File: config.mk
export PLATFORM = sky130hd
export DESIGN_NAME = output_scaler_ctrl
export DESIGN_NICKNAME = d
export VERILOG_FILES = /design/src/rtl/output_scaler_ctrl.sv
export SDC_FILE = /design/constraint.sdc
export NUM_CORES = 1
export LEC_CHECK = 0
export CORE_AREA = 2 2 305 217
export DETAILED_ROUTE_END_ITERATION = 12
export DIE_AREA = 0 0 307 219
export GPL_TIMING_DRIVEN = 0
export PLACE_DENSITY = 0.81
export SYNTH_ARGS = -nofsm -noshare
export SYNTH_HDL_FRONTEND = slang
export SYNTH_SLANG_ARGS = --single-unit
File: constraint.sdc
create_clock -name clk -period 2.6 [get_ports clk]
set_input_delay 0.39 -clock clk [delete_from_list [all_inputs] [get_ports clk]]
set_output_delay 0.39 -clock clk [all_outputs]
set_load 0.01 [all_outputs]
File: src/rtl/output_scaler_ctrl.sv
`timescale 1ns/1ps
`default_nettype none
// ============================================================================
// Module      : output_scaler_ctrl
// Description : Job controller and two-stage pipeline wrapped around an
//               external combinational output scaler. Holds a per-channel
//               {scale, shift} table, accepts a job of num_beats_i input
//               beats, presents each beat's accumulator vector plus its
//               channel's table entry to the scaler, and streams the
//               quantized result out with a last-beat marker.
// Revision    : 1.0 - initial release
// ----------------------------------------------------------------------------
// Ports
//   clk, nrst                 : clock (rising edge), async active-low reset
//   cfg_we_i/addr/scale/shift : table write (accepted in IDLE only)
//   cfg_err_o                 : one-cycle pulse when a write is rejected
//   start_i, num_beats_i      : job start and length (latched at start)
//   busy_o, done_o            : job active / one-cycle completion pulse
//   in_valid_i/in_ready_o     : input beat handshake
//   in_ch_i, in_wx_i          : beat channel index and accumulator vector
//   sc_wx_o/scale_o/shift_o   : operands for the external scaler
//   sc_y_i                    : combinational scaler result
//   out_valid_o/out_ready_i   : output beat handshake
//   out_y_o, out_last_o       : quantized vector and final-beat flag
// ============================================================================
module output_scaler_ctrl #(
    parameter int numElements    = 4,
    parameter int elementWidth   = 20,
    parameter int outputWidth    = 8,
    parameter int fixedPointBits = 16,
    parameter int shiftBits      = 16,
    parameter int numChannels    = 16,
    parameter int countWidth     = 16
) (
    input  logic                                clk,
    input  logic                                nrst,
    // configuration
    input  logic                                cfg_we_i,
    input  logic [$clog2(numChannels)-1:0]      cfg_addr_i,
    input  logic [fixedPointBits-1:0]           cfg_scale_i,
    input  logic [shiftBits-1:0]                cfg_shift_i,
    output logic                                cfg_err_o,
    // job control
    input  logic                                start_i,
    input  logic [countWidth-1:0]               num_beats_i,
    output logic                                busy_o,
    output logic                                done_o,
    // input stream
    input  logic                                in_valid_i,
    output logic                                in_ready_o,
    input  logic [$clog2(numChannels)-1:0]      in_ch_i,
    input  logic [numElements*elementWidth-1:0] in_wx_i,
    // external scaler
    output logic [numElements*elementWidth-1:0] sc_wx_o,
    output logic [fixedPointBits-1:0]           sc_scale_o,
    output logic [shiftBits-1:0]                sc_shift_o,
    input  logic [numElements*outputWidth-1:0]  sc_y_i,
    // output stream
    output logic                                out_valid_o,
    input  logic                                out_ready_i,
    output logic [numElements*outputWidth-1:0]  out_y_o,
    output logic                                out_last_o
);

    localparam logic [1:0] c_IDLE  = 2'd0;
    localparam logic [1:0] c_RUN   = 2'd1;
    localparam logic [1:0] c_DRAIN = 2'd2;
    localparam logic [1:0] c_DONE  = 2'd3;

    logic [1:0]                          r_state;
    logic [1:0]                          w_state_nxt;

    logic [fixedPointBits-1:0]           r_scale_tbl [numChannels];
    logic [shiftBits-1:0]                r_shift_tbl [numChannels];
    logic                                r_cfg_err;

    logic [countWidth-1:0]               r_num_beats;
    logic [countWidth-1:0]               r_beat_cnt;

    logic                                r_s1_valid;
    logic [numElements*elementWidth-1:0] r_s1_wx;
    logic [fixedPointBits-1:0]           r_s1_scale;
    logic [shiftBits-1:0]                r_s1_shift;
    logic                                r_s1_last;

    logic                                r_s2_valid;
    logic [numElements*outputWidth-1:0]  r_s2_y;
    logic                                r_s2_last;

    logic                                w_in_ready;
    logic                                w_in_fire;
    logic                                w_s2_load;
    logic                                w_out_fire;
    logic                                w_last_in;

    // Stage 2 takes the stage-1 beat whenever it is empty or emptying now,
    // which is what gives one beat per cycle with out_ready_i held high.
    assign w_s2_load  = r_s1_valid & (~r_s2_valid | out_ready_i);
    assign w_out_fire = r_s2_valid & out_ready_i;
    assign w_in_fire  = in_valid_i & w_in_ready;
    // Only evaluated in RUN, where r_num_beats is known to be non-zero.
    assign w_last_in  = (r_beat_cnt == (r_num_beats - countWidth'(1)));

    // ------------------------------------------------------------------
    // FSM: state register
    // ------------------------------------------------------------------
    always_ff @(posedge clk or negedge nrst) begin
        if (!nrst) begin
            r_state <= c_IDLE;
        end else begin
            r_state <= w_state_nxt;
        end
    end

    // ------------------------------------------------------------------
    // FSM: next-state logic
    // ------------------------------------------------------------------
    always_comb begin
        w_state_nxt = r_state;
        case (r_state)
            c_IDLE: begin
                if (start_i) begin
                    w_state_nxt = (num_beats_i == '0) ? c_DONE : c_RUN;
                end
            end
            c_RUN: begin
                if (w_in_fire && w_last_in) begin
                    w_state_nxt = c_DRAIN;
                end
            end
            c_DRAIN: begin
                if (w_out_fire && r_s2_last) begin
                    w_state_nxt = c_DONE;
                end
            end
            default: begin
                w_state_nxt = c_IDLE;
            end
        endcase
    end

    // ------------------------------------------------------------------
    // FSM: outputs
    // ------------------------------------------------------------------
    always_comb begin
        busy_o     = (r_state == c_RUN) || (r_state == c_DRAIN);
        done_o     = (r_state == c_DONE);
        w_in_ready = (r_state == c_RUN) && (!r_s1_valid || w_s2_load);
    end

    assign in_ready_o = w_in_ready;
    assign cfg_err_o  = r_cfg_err;

    // ------------------------------------------------------------------
    // Channel table. Writes land only while idle so a running job always
    // sees a consistent table; rejected writes raise a registered pulse.
    // ------------------------------------------------------------------
    always_ff @(posedge clk or negedge nrst) begin
        if (!nrst) begin
            for (int i = 0; i < numChannels; i++) begin
                r_scale_tbl[i] <= '0;
                r_shift_tbl[i] <= '0;
            end
            r_cfg_err <= 1'b0;
        end else begin
            r_cfg_err <= cfg_we_i && (r_state != c_IDLE);
            if (cfg_we_i && (r_state == c_IDLE)) begin
                r_scale_tbl[cfg_addr_i] <= cfg_scale_i;
                r_shift_tbl[cfg_addr_i] <= cfg_shift_i;
            end
        end
    end

    // ------------------------------------------------------------------
    // Job length latch and accepted-beat counter
    // ------------------------------------------------------------------
    always_ff @(posedge clk or negedge nrst) begin
        if (!nrst) begin
            r_num_beats <= '0;
            r_beat_cnt  <= '0;
        end else begin
            if ((r_state == c_IDLE) && start_i) begin
                r_num_beats <= num_beats_i;
                r_beat_cnt  <= '0;
            end else if (w_in_fire) begin
                r_beat_cnt  <= r_beat_cnt + countWidth'(1);
            end
        end
    end

    // ------------------------------------------------------------------
    // Stage 1: captured beat plus a private copy of its table entry, so
    // the scaler operands never depend on the live table.
    // ------------------------------------------------------------------
    always_ff @(posedge clk or negedge nrst) begin
        if (!nrst) begin
            r_s1_valid <= 1'b0;
            r_s1_wx    <= '0;
            r_s1_scale <= '0;
            r_s1_shift <= '0;
            r_s1_last  <= 1'b0;
        end else begin
            if (w_in_fire) begin
                r_s1_valid <= 1'b1;
                r_s1_wx    <= in_wx_i;
                r_s1_scale <= r_scale_tbl[in_ch_i];
                r_s1_shift <= r_shift_tbl[in_ch_i];
                r_s1_last  <= w_last_in;
            end else if (w_s2_load) begin
                r_s1_valid <= 1'b0;
            end
        end
    end

    assign sc_wx_o    = r_s1_wx;
    assign sc_scale_o = r_s1_scale;
    assign sc_shift_o = r_s1_shift;

    // ------------------------------------------------------------------
    // Stage 2: registered scaler result, held while downstream stalls.
    // ------------------------------------------------------------------
    always_ff @(posedge clk or negedge nrst) begin
        if (!nrst) begin
            r_s2_valid <= 1'b0;
            r_s2_y     <= '0;
            r_s2_last  <= 1'b0;
        end else begin
            if (w_s2_load) begin
                r_s2_valid <= 1'b1;
                r_s2_y     <= sc_y_i;
                r_s2_last  <= r_s1_last;
            end else if (w_out_fire) begin
                r_s2_valid <= 1'b0;
            end
        end
    end

    assign out_valid_o = r_s2_valid;
    assign out_y_o     = r_s2_y;
    assign out_last_o  = r_s2_valid & r_s2_last;

endmodule
`default_nettype wire

* Word level (Yosys, flattened, before mapping)
Index checks and enable logic that the tools add are counted.
** Storage, ports and cells
- Flip-flop bits (word level) :: 695
- Output and inout bits :: 150
** Cells by class
- Add/subtract/negate cells :: 2
- Magnitude comparators :: 3
- Equal/unequal tests :: 7
- Muxes and demuxes :: 21
- Bitwise gates (word level) :: 8
- Reduce and logical (&&, ||, !) cells :: 17
** Operators by type and width (number)
- $bwmux 256 :: 2
- $bmux 16 s4 :: 2
- $mux 16 :: 7
- $demux 16 s4 :: 1
- $add 16x1->16 const B :: 1
- $eq 16x16->1 :: 1
- $logic_not 16->1 :: 1
- $sub 16x1->16 const B :: 1
- $ge 5x5->1 const B :: 2
- $not 4->5 :: 2
- $mux 2 :: 4
- $reduce_bool 2->1 :: 4
- $logic_and 1x1->1 :: 7
- $ne 2x2->1 const B :: 3
- $pmux 2 s3 :: 1
- $lt 5x1->1 const B :: 1
- $and 1x1->1 :: 4
- $eq 2x2->1 const B :: 2
- $mux 1 :: 4
- $reduce_and 3->1 :: 1
- $eq 2x1->1 const B :: 1
- $logic_not 2->1 :: 1
- $logic_or 1x1->1 :: 2
- $logic_not 1->1 :: 1
- other kinds (2) :: 2

* Logic depth before layout (Yosys ltp)
Gate-level depths: netlist of the first run.
- Depth after elaboration :: 9
- Gate-level depth with buffers :: 10
- Mapped depth without buffers :: 9

* Worst setup path before layout of the first run
No wires, ideal clock.
- Kind :: reg2reg
- Start point :: register r_num_beats[0]
- End point :: register r_state[0]
- Data arrival time :: 2.054 ns
- Data required time :: 2.520 ns
- Setup slack :: 0.466 ns
- Cell stages (with the launch flop) :: 10
- Buffers on the path :: 0
- Cells stage by stage :: dfrtp_1 > inv_1 > ha_1 > nor4b_4 > nand4_1 > xnor2_1 > a2111oi_2 > and3_1 > a211oi_2 > nor3_2
** Between the ends
- Word-level cells in the longest chain between the ends :: 5
** RTL lines
- from (decl) :: line 77 : logic [countWidth-1:0] r_num_beats;
- from (signal assigned) :: line 183 : r_num_beats <= num_beats_i;
- $sub 16x1->16 :: line 102 : assign w_last_in = (r_beat_cnt == (r_num_beats - countWidth'(1)));
- $eq 16x16->1 :: line 102
- $logic_and 1x1->1 :: line 127 : if (w_in_fire && w_last_in) begin
- $ne 2x2->1 (no source line)
- $reduce_and 3->1 (no source line)
- to (signal assigned) :: line 109 : r_state <= c_IDLE;
- to (signal assigned) :: line 111 : r_state <= w_state_nxt;
- to (decl) :: line 70 : logic [1:0] r_state;
No other way between the ends.
A chain may end at the register's enable or synchronous reset.

* Worst setup path in the final report of the first run
- Start point :: register r_state[0]
- End point :: register r_shift_tbl[72] (netlist name)
** Between the ends
- Word-level cells in the longest chain between the ends :: 2
** RTL lines
- $logic_not 2->1 :: line 167 : if (cfg_we_i && (r_state == c_IDLE)) begin
- $logic_and 1x1->1 :: line 167
- to (signal, indexed assignment) :: line 169 : r_shift_tbl[cfg_addr_i] <= cfg_shift_i;
- to (decl) :: line 74 : logic [shiftBits-1:0] r_shift_tbl [numChannels];
No other way between the ends.

==> results by stage, run 1 <==
Cells and area:
- The post-route netlist has 35.48% of its cells at a drive strength greater than 1.
- After the last flow step, the layout net total stands at 2,719.
- Relative to the synthesized area, the layout overhead comes to 23.10%.
- The number of cells in the finished layout apart from fillers is 3,439.
- The final standard cell utilization of the core is 58.58%.

Critical path:
- The start point of the critical path is r_state[0].
- The worst register-to-register path has a setup slack of -20 ps.
- The worst setup path is captured at a flop.
- At the worst endpoint, the arrival time is 3110 ps.
- The critical path is of the reg -> reg type.
- The count of cells along the worst register-to-register path is 7.
- The startpoint of the lowest-slack register-to-register path is r_state[0].
- The highest net fanout along the worst path is 11.
- The required time of the worst setup path is 3090 ps.
- STA classifies the critical path startpoint as a flop.
- The destination of the worst register-to-register timing path is r_shift_tbl[72].

Synth:
- Yosys printed 0 warnings.
- The cell accounting for the most synthesized area is dfrtp_1.
- The count of cell types in the netlist is 52.
- The synthesized instance count is 2,139.
- The share of synthesized flip-flops with an asynchronous set or reset is 100.0%.
- The most frequent cell after synthesis is dfrtp_1.
- The flip-flop cell with the highest count after synthesis is dfrtp_1.
- The number of synthesized flops with an enable pin is 0.
- Summing the sequential cell areas from Yosys gives 56.91% of the chip area.
- By area the synthesized netlist is led by dfrtp_1, mux2_2, mux4_2.
- After synthesis, the largest area contributor takes up 56.91% of total cell area.
- The post-synthesis sequential element count is 695.
- The total nets after synthesis is 2,319.
- In the synthesized netlist, the cells that appear most often are dfrtp_1, mux2_2, nand2_1, mux4_2, clkbuf_1.
- After synthesis, the mean cell area works out to 14.29 sq um.
- The cell area that synthesis handed to floorplanning was 30,560 sq um.

Placement:
- In this run the tool buffered the top-level ports with 320 buffer cells.
- The number of cells in the design after placement is 3,305.
- The congestion estimate from routability-driven global placement came to 0.9282.
- The worst setup slack before clock tree synthesis is -809.6 ps.
- The half-perimeter wire length after placement is 56,520 um.

STA:
- Setup repair after global routing could not meet its margin everywhere.
- The final cycle utilization of the critical path is 100.7%.
- The setup slack after layout is -18.41 ps.
- The final-layout worst hold slack is 249.2 ps.
- Counting I/O delays and the setup requirement, the final critical path takes 2618 ps.
- The final max-slew violation count is 0.
- The highest achievable clock rate is 381.9 MHz.
- At the pin with the least slew margin, the transition time is 955.0 ps.
- The number of hold violations in the final report came to 0.
- Measured against its own limit, the worst slew margin works out to 36.33%.
- The clock skew is 18.65 ps.
- The count of final setup violators is 13.

Status:
- The checks that failed: negative setup slack.
- The run finished, with violations left.

Floorplan:
- The die covers 67,230 sq um.
- The I/O pin count is 324.
- The width of the die is 307 um.
- In this run the vertical extent of the chip is 219 um.
- The number of rows created at floorplan is 78.
- The floorplan step defined a core boundary enclosing 64,220 sq um.
- Once the floorplan was initialized, standard cells occupied 47.59% of the core.

Clock network:
- The maximum level of the CTS H-tree is 3.
- Counting every sink on the clock net gives 695.
- The number of buffers inserted during clock tree synthesis is 70.
- TritonCTS built the clock tree.
- The clock passes through at most 3 buffers.
- In this run the clock root is driven by a clkbuf_16.
- The clock slew seen by the registers of the worst setup and hold paths is 60 ps.
- The clock insertion delay at the later pin of the skew report is 610 ps.

Route:
- The routed via count is 19,670.
- Once detail routing completed, the nets flagged for antenna violations numbered 0.
- The post-route DRC violation count is 0.
- Dividing the detail-routed wire length by the instance count gives 23.74 um.
- The first detailed-routing pass ran for 4 iterations.
- The detailed router's first-iteration violation count is 1,386.
- After detailed routing, the number of vias per cell comes to 5.720.
- The wire length after detailed routing is 81,660 um.

GRT:
- The global-route wire length before repair is 125,600 um.
- Global routing finished with a remaining overflow of 0.
- The number of antenna violations at the first check in global routing was 11.
- The via count of the first global-routing pass came to 21,170.
- Entering global routing, the biggest net connects 122 pins.
- In the global route stage, overall resource usage came out at 24.55%.

Power:
- The leakage dissipation is 17.61 nW.
- IR analysis of the VDD net gives a maximum drop of 602.3 uV.
- The total power divided by cell area is 993.3 nW/um^2.
- The design draws 37.37 mW.

Run:
- Across the run, the number of max-cap violations was 0.

Min path:
- The type of the worst min-delay path is in -> async.
-- kinds of logic after synthesis --
logic type	count (synthesis)	synth area share (%)
adders and majority gates	6	0.2456
DFF	695	56.91
and+or+nand+nor	508	7.083
muxes	706	31.91
AOI/OAI and AO/OA	26	0.5773
xor gates and xnor gates	34	0.9744
buffers and inverters	164	2.305
-- sequential cells by signal, summed over array words and instances, names as in the netlist --
register and flops:
cfg_err_o 1, out_valid_o 1, out_y_o 32, r_beat_cnt 16
r_num_beats 16, r_s1_last 1, r_s1_valid 1, r_s2_last 1
r_scale_tbl 256, r_shift_tbl 256, r_state 2, sc_scale_o 16
sc_shift_o 16, sc_wx_o 80
-- where the power goes --
| part | leakage (nW) | total (mW) | internal (mW) | switching, mW |
|---|---|---|---|---|
| Combinational | 7.19 | 10.6 | 6.05 | 4.52 |
| Sequential | 9.24 | 16.3 | 14.3 | 2.03 |
| Clock | 1.18 | 10.5 | 6.21 | 4.30 |
-- metrics by stage --
| stage | setup TNS, ps | instance area, sq um |
|---|---|---|
| floorplan | 0 | 30560 |
| global placement | - | 34810 |
| detailed placement | -96120 | 34980 |
| CTS | 0 | 37500 |
| global route | -2355 | 37610 |
| finish | -125.5 | 37620 |
-- metal layers --
metal / track usage [%] / up-vias / routed length [um]
met3: 5.427 / 179 / 5541
met4: 9.057 / 8 / 2846
met5: 0 / - / 41
li1: - / 8405 / -
met1: 31.76 / 10360 / 33470
met2: 40.95 / 722 / 39760
-- layout make-up --
type,instances,area (sq um)
antenna,6,15.01
buffer,157,773.2
clock buffer,108,2190
clock inverter,18,220.2
fill,4799,26600
inverter,6,22.52
multi-input combinational,1280,12540
sequential,695,17390
tap,840,1051
timing repair buffer,329,3416
-- critical path, stage by stage (launching register included) --
cell     delay [ps]
dfrtp_1         440
inv_1           130
ha_1            170
buf_6           200
nand4_1         240
nor2_1          470
buf_2           440
mux2_2          380
-- worst max-delay path by stage --
stage / endpoint / cells past startpoint
after floorplan: r_state[0] / 9
after global placement: r_shift_tbl[104] / 1
after detailed placement: sc_shift_o[0] / 8
after CTS: r_state[0] / 9
after global routing: r_scale_tbl[203] / 7
final: r_shift_tbl[72] / 7
-- placed cells by master (no fill, tap or decap), types with 4 or more instances in the layout --
master / synthesis / final
nand3_1: 9 / 9
clkbuf_1: 78 / 81
clkinv_2: 0 / 7
clkdlybuf4s50_1: 0 / 319
buf_4: 4 / 18
nand4_1: 9 / 9
clkbuf_4: 0 / 8
o21ai_0: 8 / 8
nor3_1: 10 / 8
nand2b_1: 6 / 6
and2_1: 5 / 5
xnor2_1: 17 / 17
inv_1: 6 / 6
mux4_2: 160 / 160
xor2_1: 17 / 17
a21oi_1: 6 / 6
nor3_2: 2 / 4
buf_1: 22 / 12
ha_1: 6 / 6
dfrtp_1: 695 / 695
nor2_2: 0 / 5
buf_16: 0 / 6
diode_2: 0 / 6
buf_2: 53 / 39
nand2_1: 399 / 397
and3_1: 6 / 6
clkbuf_2: 0 / 9
bufinv_16: 0 / 4
mux2_1: 7 / 7
mux2_2: 538 / 538
nor2_1: 34 / 26
clkbuf_8: 0 / 21
clkbuf_16: 0 / 75
-- what timing repair did --
action,CTS,global route
resized for setup,42,32
buffers inserted,0,1
setup endpoints to repair,326,387
hold endpoints to repair,36,0
gates cloned,0,1
hold buffers,1,0
Power figures use the tool's default switching activity.
==> run 2, diff against run 1 <==
Settings changed: CORE_AREA 2 2 305 217 to 2 2 357 253, DIE_AREA 0 0 307 219 to 0 0 359 255, PLACE_DENSITY 0.81 to 0.67.
Clock period 2.6 ns to 2.2 ns, I/O delays scaled along.
==> run 2 against run 1 <==
Net effect: the run ends with negative hold slack, negative setup slack left; clock power rose by 18%; core utilization fell by 15 points; total power rose by 20%; final area rose by 4.0%; die area rose by 36%; highest routed layer unchanged.
==> results by stage, run 2 (synthesis gave the netlist of run 1 again) <==
GRT:
- The total routing usage reported by global routing is 17.99%.
- The pin count of the biggest net entering global routing is 133.
- The total overflow left after global routing is 0.
- The via count of the first global-routing pass is 21,020.
- The number of antenna violations at the first check in global routing is 10.
- The global-route wire length before repair is 127,100 um.

Floorplan:
- The vertical die dimension is 255 um.
- Measured along the x axis, the die boundary spans 359 um.
- The core box area is 88,750 sq um.
- The die footprint is 91,550 sq um.
- The I/O pin count is 324.
- The initialized floorplan defines 92 standard-cell rows.
- The effective utilization at floorplan is 34.43%.

Clock network:
- For the worst-skew pair, the clock arrives at the later sink with an insertion delay of 630 ps.
- Buffers inserted during clock tree synthesis total 73.
- The number of sinks driven by the clock tree is 695.
- The clock tree from TritonCTS is built.
- The maximum buffer depth of the clock tree is 3.
- The H-tree generated during clock tree synthesis spans 3 levels.
- Clock-pin slew was measured on the worst setup and hold paths at 60 ps.
- The cell at the root of the clock tree is clkbuf_16.

Cells and area:
- In the layout the commonest cells are dfrtp_1, mux2_2, nand2_1, clkdlybuf4s50_1, mux4_2.
- Measured on the finished design, the core utilization comes to 44.08%.
- The post-layout net count is 2,758.
- Excluding fillers, the count of instances in the completed layout stands at 3,809.
- The fraction of layout cells with a size suffix above 1 is 37.90%.
- The area of all placed cells without fillers is 39,120 sq um.
- The most common cell after layout, fill and taps aside is dfrtp_1.
- From synthesis to final layout, the design area changed by 28.00%.
- The fill cell total of the finished layout is 7,698.

Placement:
- The wire-length estimate of the detail-placed layout is 57,930 um.
- Before CTS, the worst setup slack after placement is -1408 ps.
- In this run, placement finished with an instance count of 3,639.
- Input and output buffers added on the ports amount to 320.
- The congestion estimate from routability-driven global placement came to 0.9319.
- Once placement finished, the instance area stood at 35,380 sq um.

STA:
- Setup repair after global routing could not meet its margin everywhere.
- The setup slack after layout is -55.28 ps.
- The clock skew is 25.72 ps.
- The final max-slew violation count is 0.
- After routing, the total negative slack on setup checks comes to -1438 ps.
- The final-layout worst hold slack is -317.7 ps.
- The worst pin sits at a relative slew slack of 43.75%.
- The transition time of the tightest slew-check pin is 843.7 ps.
- The highest achievable clock rate is 443.4 MHz.
- After layout, the minimum clock period comes to 2255 ps.
- The number of hold violations in the final report is 95.
- The final cycle utilization of the critical path is 102.5%.
- The count of final setup violators is 73.

Status:
- The flow ran to the end, but the final reports show violations.
- The checks that failed: negative hold slack, negative setup slack.

Min path:
- The min-delay analysis places its worst path in the category in -> async.

Critical path:
- The data arrival time of the critical path is 2760 ps.
- The required time of the worst setup path is 2700 ps.
- The critical path is of the reg -> reg type.
- The highest net fanout along the worst path is 8.
- The worst setup path is captured at a flop.
- STA classifies the critical path startpoint as a flop.

Power:
- The highest ir drop seen on vdd is 576.3 uV.
- The design draws 44.79 mW.
- The leakage dissipation is 18.09 nW.
- For this design the ratio of total power to cell area is 1145 nW/um^2.

Route:
- In the routed design, unresolved DRC markers number 0.
- The routed via count is 19,590.
- The count of nets left with antenna violations once routing finished came out at 0.
- After detailed routing, the number of vias per cell comes to 5.142.
- The wire length after detailed routing is 83,380 um.
- The detailed router's first-iteration violation count is 1,376.
- The first detailed-routing pass ran for 7 iterations.
- The wire length per cell after detailed routing is 21.89 um.

Run:
- The number of violations of the max-capacitance limit is 0.
## run 2: cell type report
class | instances | area, sq um | area share, %
Clock inverter | 28 | 309.0 | 0.7900
Timing Repair Buffer | 370 | 3919 | 10.02
Antenna cell | 1 | 2.502 | 0.006397
Clock buffer | 102 | 2108 | 5.389
Inverter | 6 | 22.52 | 0.05757
Tap cell | 1175 | 1470 | 3.758
Multi-Input combinational cell | 1280 | 12870 | 32.91
Buffer | 152 | 1017 | 2.600
Sequential cell | 695 | 17400 | 44.47
## run 2: report_power, final
group	internal [mW]	switching, mW
combinational	7.68	5.52
sequential	16.9	2.31
clock	7.22	5.21
total	31.8	13.0
## run 2: final timing paths
check / startpoint / endpoint / slack (ps) / cells past startpoint
hold reg to reg: sc_scale_o[15] / sc_scale_o[15] / 470 / 2
min in group clk: in_wx_i[56] / sc_wx_o[56] / 240 / 3
setup / recovery: r_state[1] / r_shift_tbl[21] / -60 / 11
max in group asynchronous: nrst / r_shift_tbl[70] / 390 / 4
setup reg to reg: r_state[1] / r_shift_tbl[21] / -60 / 11
hold / removal: nrst / sc_wx_o[71] / -320 / 1
## run 2: what timing repair did
item                                   4_1_cts  5_1_grt
cloned                                       3        6
gates resized for setup                    163      102
setup endpoints to repair                  626      429
setup buffers                               25       11
endpoints found under the hold margin       95       95
pin swaps                                   13       10
## run 2: per-layer routing
layer	GRT usage (%)	vias up	share of wire, %
met1	23.57	10310	43
met5	0	-	0.076
li1	-	8491	-
met3	4.141	150	6.1
met2	29.71	630	48
met4	5.943	10	2.7
## run 2: worst max-delay path, cell delays in order, from the launching register on
cell and delay, ps:
dfrtp_1 420, inv_2 100, ha_4 140, buf_12 140, nand2_8 80, nor2_4 150, nand2_4 100, buf_6 150
nor2_4 140, buf_12 200, clkbuf_16 190, mux2_4 300
